## config.mk

```make
export PLATFORM = sky130hd
export DESIGN_NAME = pc_unit_flat
export DESIGN_NICKNAME = d
export VERILOG_FILES = /design/src/rtl/pc_unit_if.sv /design/src/rtl/pc_unit.sv /design/src/flat_wrapper.sv
export SDC_FILE = /design/constraint.sdc
export NUM_CORES = 1
export LEC_CHECK = 0
export CAP_MARGIN = 40
export CORE_MARGIN = 2
export CORE_UTILIZATION = 55
export CTS_CLUSTER_DIAMETER = 30
export DETAILED_ROUTE_END_ITERATION = 8
export PLACE_DENSITY = 0.78
export SLEW_MARGIN = 20
export SYNTH_ARGS = -nofsm -noshare
export SYNTH_HDL_FRONTEND = slang
export SYNTH_SLANG_ARGS = --single-unit
```

## constraint.sdc

```tcl
create_clock -name clk -period 2.55 [get_ports clk]
set_input_delay 0.255 -clock clk [delete_from_list [all_inputs] [get_ports clk]]
set_output_delay 0.255 -clock clk [all_outputs]
set_load 0.02 [all_outputs]
```

## src/rtl/pc_unit_if.sv

```systemverilog
// Control/status bundle between the control unit and the program-counter unit.
// The control unit (master) drives the operation request; the PC unit (slave)
// returns the program address and stack/fault status.
interface pc_unit_if #(
  parameter int AB    = 11,
  parameter int OFF_W = 8
);
  logic             en;
  logic [2:0]       op;
  logic [AB-1:0]    address_bus;
  logic [OFF_W-1:0] offset;
  logic             resume;
  logic [AB-1:0]    Addr;
  logic             halted;
  logic             stk_empty;
  logic             stk_full;
  logic             err;

  modport master (
    output en, op, address_bus, offset, resume,
    input  Addr, halted, stk_empty, stk_full, err
  );

  modport slave (
    input  en, op, address_bus, offset, resume,
    output Addr, halted, stk_empty, stk_full, err
  );
endinterface

```

## src/rtl/pc_unit.sv

```systemverilog
// Program-counter unit: hold / increment / jump / relative branch /
// call-return through an internal return-address stack, plus a halt state.
// All outputs come straight from registers; nothing combinational from inputs.
module pc_unit #(
  parameter int AB          = 11,
  parameter int OFF_W       = 8,
  parameter int STACK_DEPTH = 4,
  parameter int RESET_ADDR  = 0
) (
  input  logic     clk,
  input  logic     rst,
  pc_unit_if.slave bus
);

  localparam int CW = $clog2(STACK_DEPTH + 1);
  localparam int IW = (STACK_DEPTH > 1) ? $clog2(STACK_DEPTH) : 1;

  typedef enum logic {
    S_RUN  = 1'b0,
    S_HALT = 1'b1
  } state_e;

  typedef enum logic [2:0] {
    OP_HOLD = 3'd0,
    OP_INC  = 3'd1,
    OP_JMP  = 3'd2,
    OP_BR   = 3'd3,
    OP_CALL = 3'd4,
    OP_RET  = 3'd5,
    OP_HALT = 3'd6,
    OP_RSVD = 3'd7
  } op_e;

  state_e        state_q, state_d;
  op_e           op_w;
  logic [AB-1:0] addr_q, addr_d;
  logic [CW-1:0] count_q, count_d;
  logic          err_q, err_d;
  logic          do_push;
  logic          full_w, empty_w;
  logic [AB-1:0] addr_inc;
  logic [AB-1:0] off_ext;
  logic [IW-1:0] push_idx, pop_idx;

  logic [AB-1:0] stack_mem [STACK_DEPTH];

  assign op_w     = op_e'(bus.op);
  assign addr_inc = addr_q + AB'(1);
  assign off_ext  = AB'($signed(bus.offset));
  assign empty_w  = (count_q == '0);
  assign full_w   = (count_q == CW'(STACK_DEPTH));
  assign push_idx = IW'(count_q);
  assign pop_idx  = IW'(count_q - CW'(1));

  // FSM state register
  always_ff @(posedge clk) begin
    if (rst) state_q <= S_RUN;
    else     state_q <= state_d;
  end

  // FSM next state: HALT op enters HALT, resume leaves it; en gates both
  always_comb begin
    state_d = state_q;
    if (bus.en) begin
      unique case (state_q)
        S_RUN:  if (op_w == OP_HALT) state_d = S_HALT;
        S_HALT: if (bus.resume)      state_d = S_RUN;
        default: state_d = S_RUN;
      endcase
    end
  end

  // FSM/status outputs, all taken from registered state
  always_comb begin
    bus.halted    = (state_q == S_HALT);
    bus.Addr      = addr_q;
    bus.stk_empty = empty_w;
    bus.stk_full  = full_w;
    bus.err       = err_q;
  end

  // Datapath next values: op decode only while running and enabled
  always_comb begin
    addr_d  = addr_q;
    count_d = count_q;
    err_d   = err_q;
    do_push = 1'b0;
    if (bus.en && state_q == S_RUN) begin
      unique case (op_w)
        OP_INC: addr_d = addr_inc;
        OP_JMP: addr_d = bus.address_bus;
        OP_BR:  addr_d = addr_q + off_ext;
        OP_CALL: begin
          if (full_w) begin
            err_d = 1'b1;
          end else begin
            do_push = 1'b1;
            count_d = count_q + CW'(1);
            addr_d  = bus.address_bus;
          end
        end
        OP_RET: begin
          if (empty_w) begin
            err_d = 1'b1;
          end else begin
            addr_d  = stack_mem[pop_idx];
            count_d = count_q - CW'(1);
          end
        end
        default: ;
      endcase
    end
  end

  // Datapath registers: address, stack depth, sticky fault
  always_ff @(posedge clk) begin
    if (rst) begin
      addr_q  <= AB'(RESET_ADDR);
      count_q <= '0;
      err_q   <= 1'b0;
    end else begin
      addr_q  <= addr_d;
      count_q <= count_d;
      err_q   <= err_d;
    end
  end

  // Return-address storage; contents need no reset since count governs validity
  always_ff @(posedge clk) begin
    if (!rst && do_push) stack_mem[push_idx] <= addr_inc;
  end

endmodule
```

## src/flat_wrapper.sv

```systemverilog
// flat-port wrapper written by rule: the top's interface ports become plain ports
module pc_unit_flat 
#(
  parameter int AB          = 11,
  parameter int OFF_W       = 8,
  parameter int STACK_DEPTH = 4,
  parameter int RESET_ADDR  = 0
)
  (clk, rst, bus_en, bus_op, bus_address_bus, bus_offset, bus_resume, bus_Addr, bus_halted, bus_stk_empty, bus_stk_full, bus_err);
  pc_unit_if #(.AB(AB), .OFF_W(OFF_W)) bus_i ();
  input  logic clk;
  input  logic rst;
  input wire logic [$bits(bus_i.en)-1:0] bus_en;
  input wire logic [$bits(bus_i.op)-1:0] bus_op;
  input wire logic [$bits(bus_i.address_bus)-1:0] bus_address_bus;
  input wire logic [$bits(bus_i.offset)-1:0] bus_offset;
  input wire logic [$bits(bus_i.resume)-1:0] bus_resume;
  output wire logic [$bits(bus_i.Addr)-1:0] bus_Addr;
  output wire logic [$bits(bus_i.halted)-1:0] bus_halted;
  output wire logic [$bits(bus_i.stk_empty)-1:0] bus_stk_empty;
  output wire logic [$bits(bus_i.stk_full)-1:0] bus_stk_full;
  output wire logic [$bits(bus_i.err)-1:0] bus_err;
  assign bus_i.en = bus_en;
  assign bus_i.op = bus_op;
  assign bus_i.address_bus = bus_address_bus;
  assign bus_i.offset = bus_offset;
  assign bus_i.resume = bus_resume;
  assign bus_Addr = bus_i.Addr;
  assign bus_halted = bus_i.halted;
  assign bus_stk_empty = bus_i.stk_empty;
  assign bus_stk_full = bus_i.stk_full;
  assign bus_err = bus_i.err;
  pc_unit #(.AB(AB), .OFF_W(OFF_W), .STACK_DEPTH(STACK_DEPTH), .RESET_ADDR(RESET_ADDR)) u_core (.clk(clk), .rst(rst), .bus(bus_i));
endmodule
```

=== Word-level counts from Yosys, hierarchy flattened ===
Memory sizes are Yosys's and may differ from the RTL's.
Cells that the tools add are included.

* Memories kept: 1
* Bits in writable memories: 44
* Register bits: 16
* Output and inout port bits: 15
* Word-level logic and storage cells: 47

{| class="wikitable"
|+ Memories
! memory !! depth !! bits a word !! read ports !! clocked after memory_dff !! wr ports !! RTL line !! text
|-
| u_core.stack_mem || 4 || 11 || 1 || 0 || 1 || pc_unit.sv:45 || <nowiki>logic [AB-1:0] stack_mem [STACK_DEPTH];</nowiki>
|}

* Bitwise logic cells: 1
* $add $sub $neg: 4
* Reduce and logical (&&, ||, !) cells: 9
* Multiplexer cells: 17
* Equal/unequal tests: 11

{| class="wikitable"
|+ Operators with widths
! operator !! count
|-
| $pmux W11 S5 || 1
|-
| $mux W11 || 2
|-
| $eq A3 B3 Y1 const B || 4
|-
| $reduce_and A4 Y1 || 3
|-
| $add A11 B1 Y11 const B || 1
|-
| $add A11 B11 Y11 || 1
|-
| $mux W1 || 9
|-
| $ne A2 B2 Y1 const B || 4
|-
| $eq A3 B2 Y1 const B || 2
|-
| $mux W3 || 2
|-
| $pmux W3 S2 || 1
|-
| $reduce_bool A5 Y1 || 1
|-
| $pmux W1 S2 || 2
|-
| $add A3 B1 Y3 const B || 1
|-
| $eq A3 B1 Y1 const B || 1
|-
| $logic_not A3 Y1 || 1
|-
| $sub A3 B1 Y3 const B || 1
|-
| $logic_and A1 B1 Y1 || 2
|-
| $reduce_bool A2 Y1 || 1
|-
| $logic_not A1 Y1 || 1
|-
| $not A1 Y1 || 1
|}

=== Logic depth before layout (Yosys ltp) ===
* Depth after elaboration: 7
* Depth in mapped cells: 9

=== Worst setup path after synthesis ===
OpenSTA, ideal clock, no wires.

* Path type: flip-flop to flip-flop
* From: reg u_core.count_q[0]
* To: mem u_core.stack_mem[0][0], enable pin
* Arrival time: 1.930 ns
* Stages on the path, launching flop included: 8
* Path buffers: 1
* Slack: 0.271 ns
* Data required time: 2.201 ns
* Cell sequence: dfxtp_1 buf_6 inv_1 ha_1 nand2_1 inv_1 nor4_1 and2_1

* Cells in the longest elaborated chain, start to end: 7

{| class="wikitable"
|+ Ends and longest elaborated chain
! element !! RTL line !! text
|-
| start, declared || pc_unit.sv:37 || <nowiki>logic [CW-1:0] count_q, count_d;</nowiki>
|-
| start signal, assigned || pc_unit.sv:123 || <nowiki>count_q <= count_d;</nowiki>
|-
| $eq A3 B3 Y1 || pc_unit.sv:51 || <nowiki>assign full_w = (count_q == CW'(STACK_DEPTH));</nowiki>
|-
| net bus_stk_full || flat_wrapper.sv:21 || <nowiki>output wire logic [$bits(bus_i.stk_full)-1:0] bus_stk_full;</nowiki>
|-
| $mux W1 || pc_unit.sv:94 || <nowiki>if (full_w) begin</nowiki>
|-
| $mux W1 || pc_unit.sv:89 || <nowiki>unique case (op_w)</nowiki>
|-
| $mux W1 || pc_unit.sv:88 || <nowiki>if (bus.en && state_q == S_RUN) begin</nowiki>
|-
| $logic_and A1 B1 Y1 || pc_unit.sv:130 || <nowiki>if (!rst && do_push) stack_mem[push_idx] <= addr_inc;</nowiki>
|-
| $mux W1 || pc_unit.sv:130 ||
|-
| $mux W1 (implied by the code) || pc_unit.sv:130 ||
|-
| end, declared || pc_unit.sv:45 ||
|}

The timed path passes the listed nets, and every way through them passes these cells.

=== Final worst setup path ===
* From: reg u_core.addr_q[0], in the netlist u_core.bus.Addr[0]
* To: reg u_core.addr_q[10], in the netlist u_core.bus.Addr[10]

* Cells in the longest elaborated chain, start to end: 2
* Elaborated cells on any way between the ends: 3
* Those cells by class: add/sub (2); mux (1)

{| class="wikitable"
|+ Ends and longest elaborated chain
! element !! RTL line !! text
|-
| start, declared || pc_unit.sv:36 || <nowiki>logic [AB-1:0] addr_q, addr_d;</nowiki>
|-
| start signal, assigned || pc_unit.sv:118 || <nowiki>addr_q <= AB'(RESET_ADDR);</nowiki>
|-
| start signal, assigned || pc_unit.sv:122 || <nowiki>addr_q <= addr_d;</nowiki>
|-
| $add A11 B11 Y11 / $add A11 B1 Y11 (equally long branches) || pc_unit.sv:92, pc_unit.sv:48 ||
|-
| $pmux W11 S5 * || pc_unit.sv:89 ||
|}

Every way passes the cells marked *; elsewhere a longest branch is shown, timed or not.
A chain may end at the register's enable or synchronous reset.

==> key figures <==
Drt
  – Post-route ant nets: 0
  – Drt wl/cell: 17.9 um
  – Vias: 2725
  – Vias per std cell: 6.03
  – DRT Pass-1 Iters: 4
  – Total wire length: 8.08 mm
  – Initial DRC Count: 202
  – Post-route DRC: 0

Die
  – Rows: 29
  – Full die area: 7190 sq um
  – Die Height: 84.8 um
  – Die Wd: 84.8 um
  – CORE AREA: 6310 sq um
  – Starting density of the core: 56.8%
  – I/O Pins: 41

Logic synthesis
  – FF+latch count, synth: 60
  – Sequential element share of the synthesized area: 45.7%
  – Async set-reset flop share out of synthesis: 0%
  – Number of flops mapped to enable cells by yosys: 44
  – Syn nets: 358
  – Synthesized instance count: 315
  – Netlist Area Pre-Place: 3590 sq um
  – Ys Warns: 0
  – Most used DFF post-synth: edfxtp_1
  – Synthesized area per cell: 11.4 sq um
  – Netlist cell types: 57

Power and ir drop
  – Power Dens Cells: 551 nW/um^2
  – Switching Share: 26.1%
  – Leakage: 1.59 nW
  – Cell internal pwr: 1.76 mW
  – Worst IR Drop VDD: 0.398 mV
  – Clock power share: 36.9%
  – Logic pwr share: 17.4%
  – Psw: 0.623 mW
  – Sequential Power Share: 45.8%

STA
  – Post-layout min period: 2230 ps
  – Worst slew margin: 58.9%
  – Hold WS: 494 ps
  – Final Slew Violations: 0
  – Tightest Pin Transition: 617 ps
  – RSZ-0062 raised after global routing: no
  – Tcrit/Tclk final: 87.3%
  – Final setup vio count: 0
  – Sum Neg Setup Slack: 0 ps
  – Hold Fails Final Rpt: 0
  – Clock Skew: 15.0 ps
  – Max frequency: 0.449 GHz

Global route
  – Vias in the first global route: 2607
  – First-pass GRT wire length: 12.9 mm
  – Largest net degree at the start of global routing: 19
  – Global Route met3 Usage: 4.23%
  – Global Route Usage Sum: 23.2%
  – Initial antenna violation count: 0
  – Met2 Usage GRT: 37.8%
  – Grt met1 use: 30.6%
  – Overflow after GRT: 0
  – GRT Max-Usage Layer: met2

Placed design
  – I/O Buffers: 40
  – GPL Wtd Cong: 0.848
  – Detailed Place HPWL: 5.95 mm

Layout
  – Syn-to-layout area delta: 20.7%
  – Share of cells above drive strength 1: 13.1%
  – Nets: 413
  – Ant diodes: 0

Setup path
  – Critical Path Fanout Max: 3
  – CP top delay family: compound AO/OA/AOI/OAI gates
  – Slowest CP cell: fa_1
  – Worst R2R Start: u_core.bus.Addr[0]
  – Setup crit start: u_core.bus.Addr[0]
  – R2r setup slk: 320 ps
  – CP Capture Type: flop
  – Worst Path Arrival: 2480 ps
  – Critical path, cell by cell: ha_1 > fa_1 > a211oi_1 > o21bai_1 > o221a_2 > mux2i_1 > a311oi_1
  – Worst path bufs/invs: 0
  – CP Launch Type: flop
  – Worst Setup Path Type: reg2reg
  – Required time of the worst setup path: 2800 ps
  – Worst path max stage delay: 390 ps

Clock tree
  – Clock buffer count from CTS: 9
  – CTS tree: done
  – Root Buffer: clkbuf_8
  – Worst-path clk slew: 70 ps
  – Postcts setup bufs: 0
  – TritonCTS Sinks: 60
  – H-tree Lvls: 3
  – Post-CTS Resized: 0
  – Clock Latency Late Sink: 340 ps
  – CTS Hold Bufs: 0
  – CTS Buffer Depth: 2

Job
  – Max_cap viols: 0

Hold path
  – Worst hold start: bus_resume
  – Hold Crit Class: in2reg

Status
  – Status: finished clean
==> worst paths after layout <==
path,cells past startpoint,end
worst min-delay path,2,u_core.bus.halted
worst max-delay path,7,u_core.bus.Addr[10]
worst min register to register,2,u_core.bus.err
worst max register to register,7,u_core.bus.Addr[10]
==> power groups by stage <==
stage | Sequential, mW | Clock [mW] | Combinational (mW)
global route | 1.10 | 0.934 | 0.452
floorplan | 1.13 | 0 | 0.251
finish | 1.09 | 0.881 | 0.415
detailed placement | 1.11 | 0 | 0.409
global placement | 1.11 | 0 | 0.405
CTS | 1.09 | 0.900 | 0.413
==> cell usage after synthesis (5+ instances only) <==
| library cell | number | area (sq um) |
|---|---|---|
| inv_1 | 8 | 30.0 |
| a21oi_1 | 19 | 95.1 |
| xor2_1 | 5 | 43.8 |
| nor2_1 | 33 | 124 |
| ha_1 | 16 | 200 |
| nand3_1 | 8 | 40.0 |
| and2_1 | 5 | 31.3 |
| xnor2_1 | 9 | 78.8 |
| buf_2 | 5 | 25.0 |
| a211oi_1 | 13 | 97.6 |
| dfxtp_1 | 16 | 320 |
| mux2i_1 | 8 | 80.1 |
| mux4_1 | 8 | 210 |
| o21ai_0 | 9 | 45.0 |
| nand2b_1 | 5 | 31.3 |
| nand2_1 | 18 | 67.6 |
| and3_1 | 6 | 37.5 |
| edfxtp_1 | 44 | 1320 |
| nor2b_1 | 7 | 43.8 |
| nand4_1 | 5 | 31.3 |
==> kinds of logic after synthesis <==
group                      share of synthesized area (%)
xor gates and xnor gates                            3.42
muxes                                               10.6
AOI/OAI and AO/OA                                   15.2
adders and majority gates                           6.14
DFF                                                 45.7
and+or+nand+nor                                     14.8
buffers and inverters                               4.04
==> stage by stage <==
stage | instances | instance area [sq um] | setup WS, ps | util, % | power [mW]
2_1_floorplan | 315 | 3590 | 271 | - | 1.38
3_3_place_gp | 436 | 4120 | 50.3 | 65.3 | 1.52
3_5_place_dp | 436 | 4120 | 11.2 | 65.3 | 1.52
4_1_cts | 452 | 4330 | 351 | 68.6 | 2.40
5_1_grt | 452 | 4330 | 120 | 68.6 | 2.48
6_report | 452 | 4330 | 323 | 68.6 | 2.39
==> layer usage <==
layer,vias up,wire [um]
met5,-,0
met4,0,165
met3,13,487
met2,90,3870
met1,1290,3560
li1,1332,-
==> sequential cells by signal, summed over array words and instances (netlist names) <==
name / cells
u_core.bus.Addr: 11
u_core.bus.halted: 1
u_core.stack_mem: 44
u_core.bus.err: 1
u_core.count_q: 3
==> area by class of cell <==
type / count / area (sq um)
Multi-Input combinational cell: 231 / 1800
Timing Repair Buffer: 59 / 543
Sequential cell: 60 / 1640
Clock buffer: 11 / 151
Inverter: 9 / 38.8
Tap cell: 77 / 96.3
Fill cell: 473 / 1980
Clock inverter: 5 / 60.1
==> cells in the final DEF, fill, tap and decap left out, types with 4 or more instances in the layout <==
master and n:
a211oi_1 13, a21oi_1 19, a311oi_1 4, and2_1 5, and3_1 6, buf_4 19, clkbuf_8 11, clkdlybuf4s50_1 40
dfxtp_1 16, edfxtp_1 44, ha_1 16, inv_1 8, mux2i_1 8, mux4_1 8, nand2_1 18, nand2b_1 5
nand3_1 8, nand4_1 5, nor2_1 33, nor2b_1 7, o211ai_1 4, o21ai_0 9, o31ai_1 4, or3_1 4
xnor2_1 9, xor2_1 5
(Power assumes the default switching activity.)
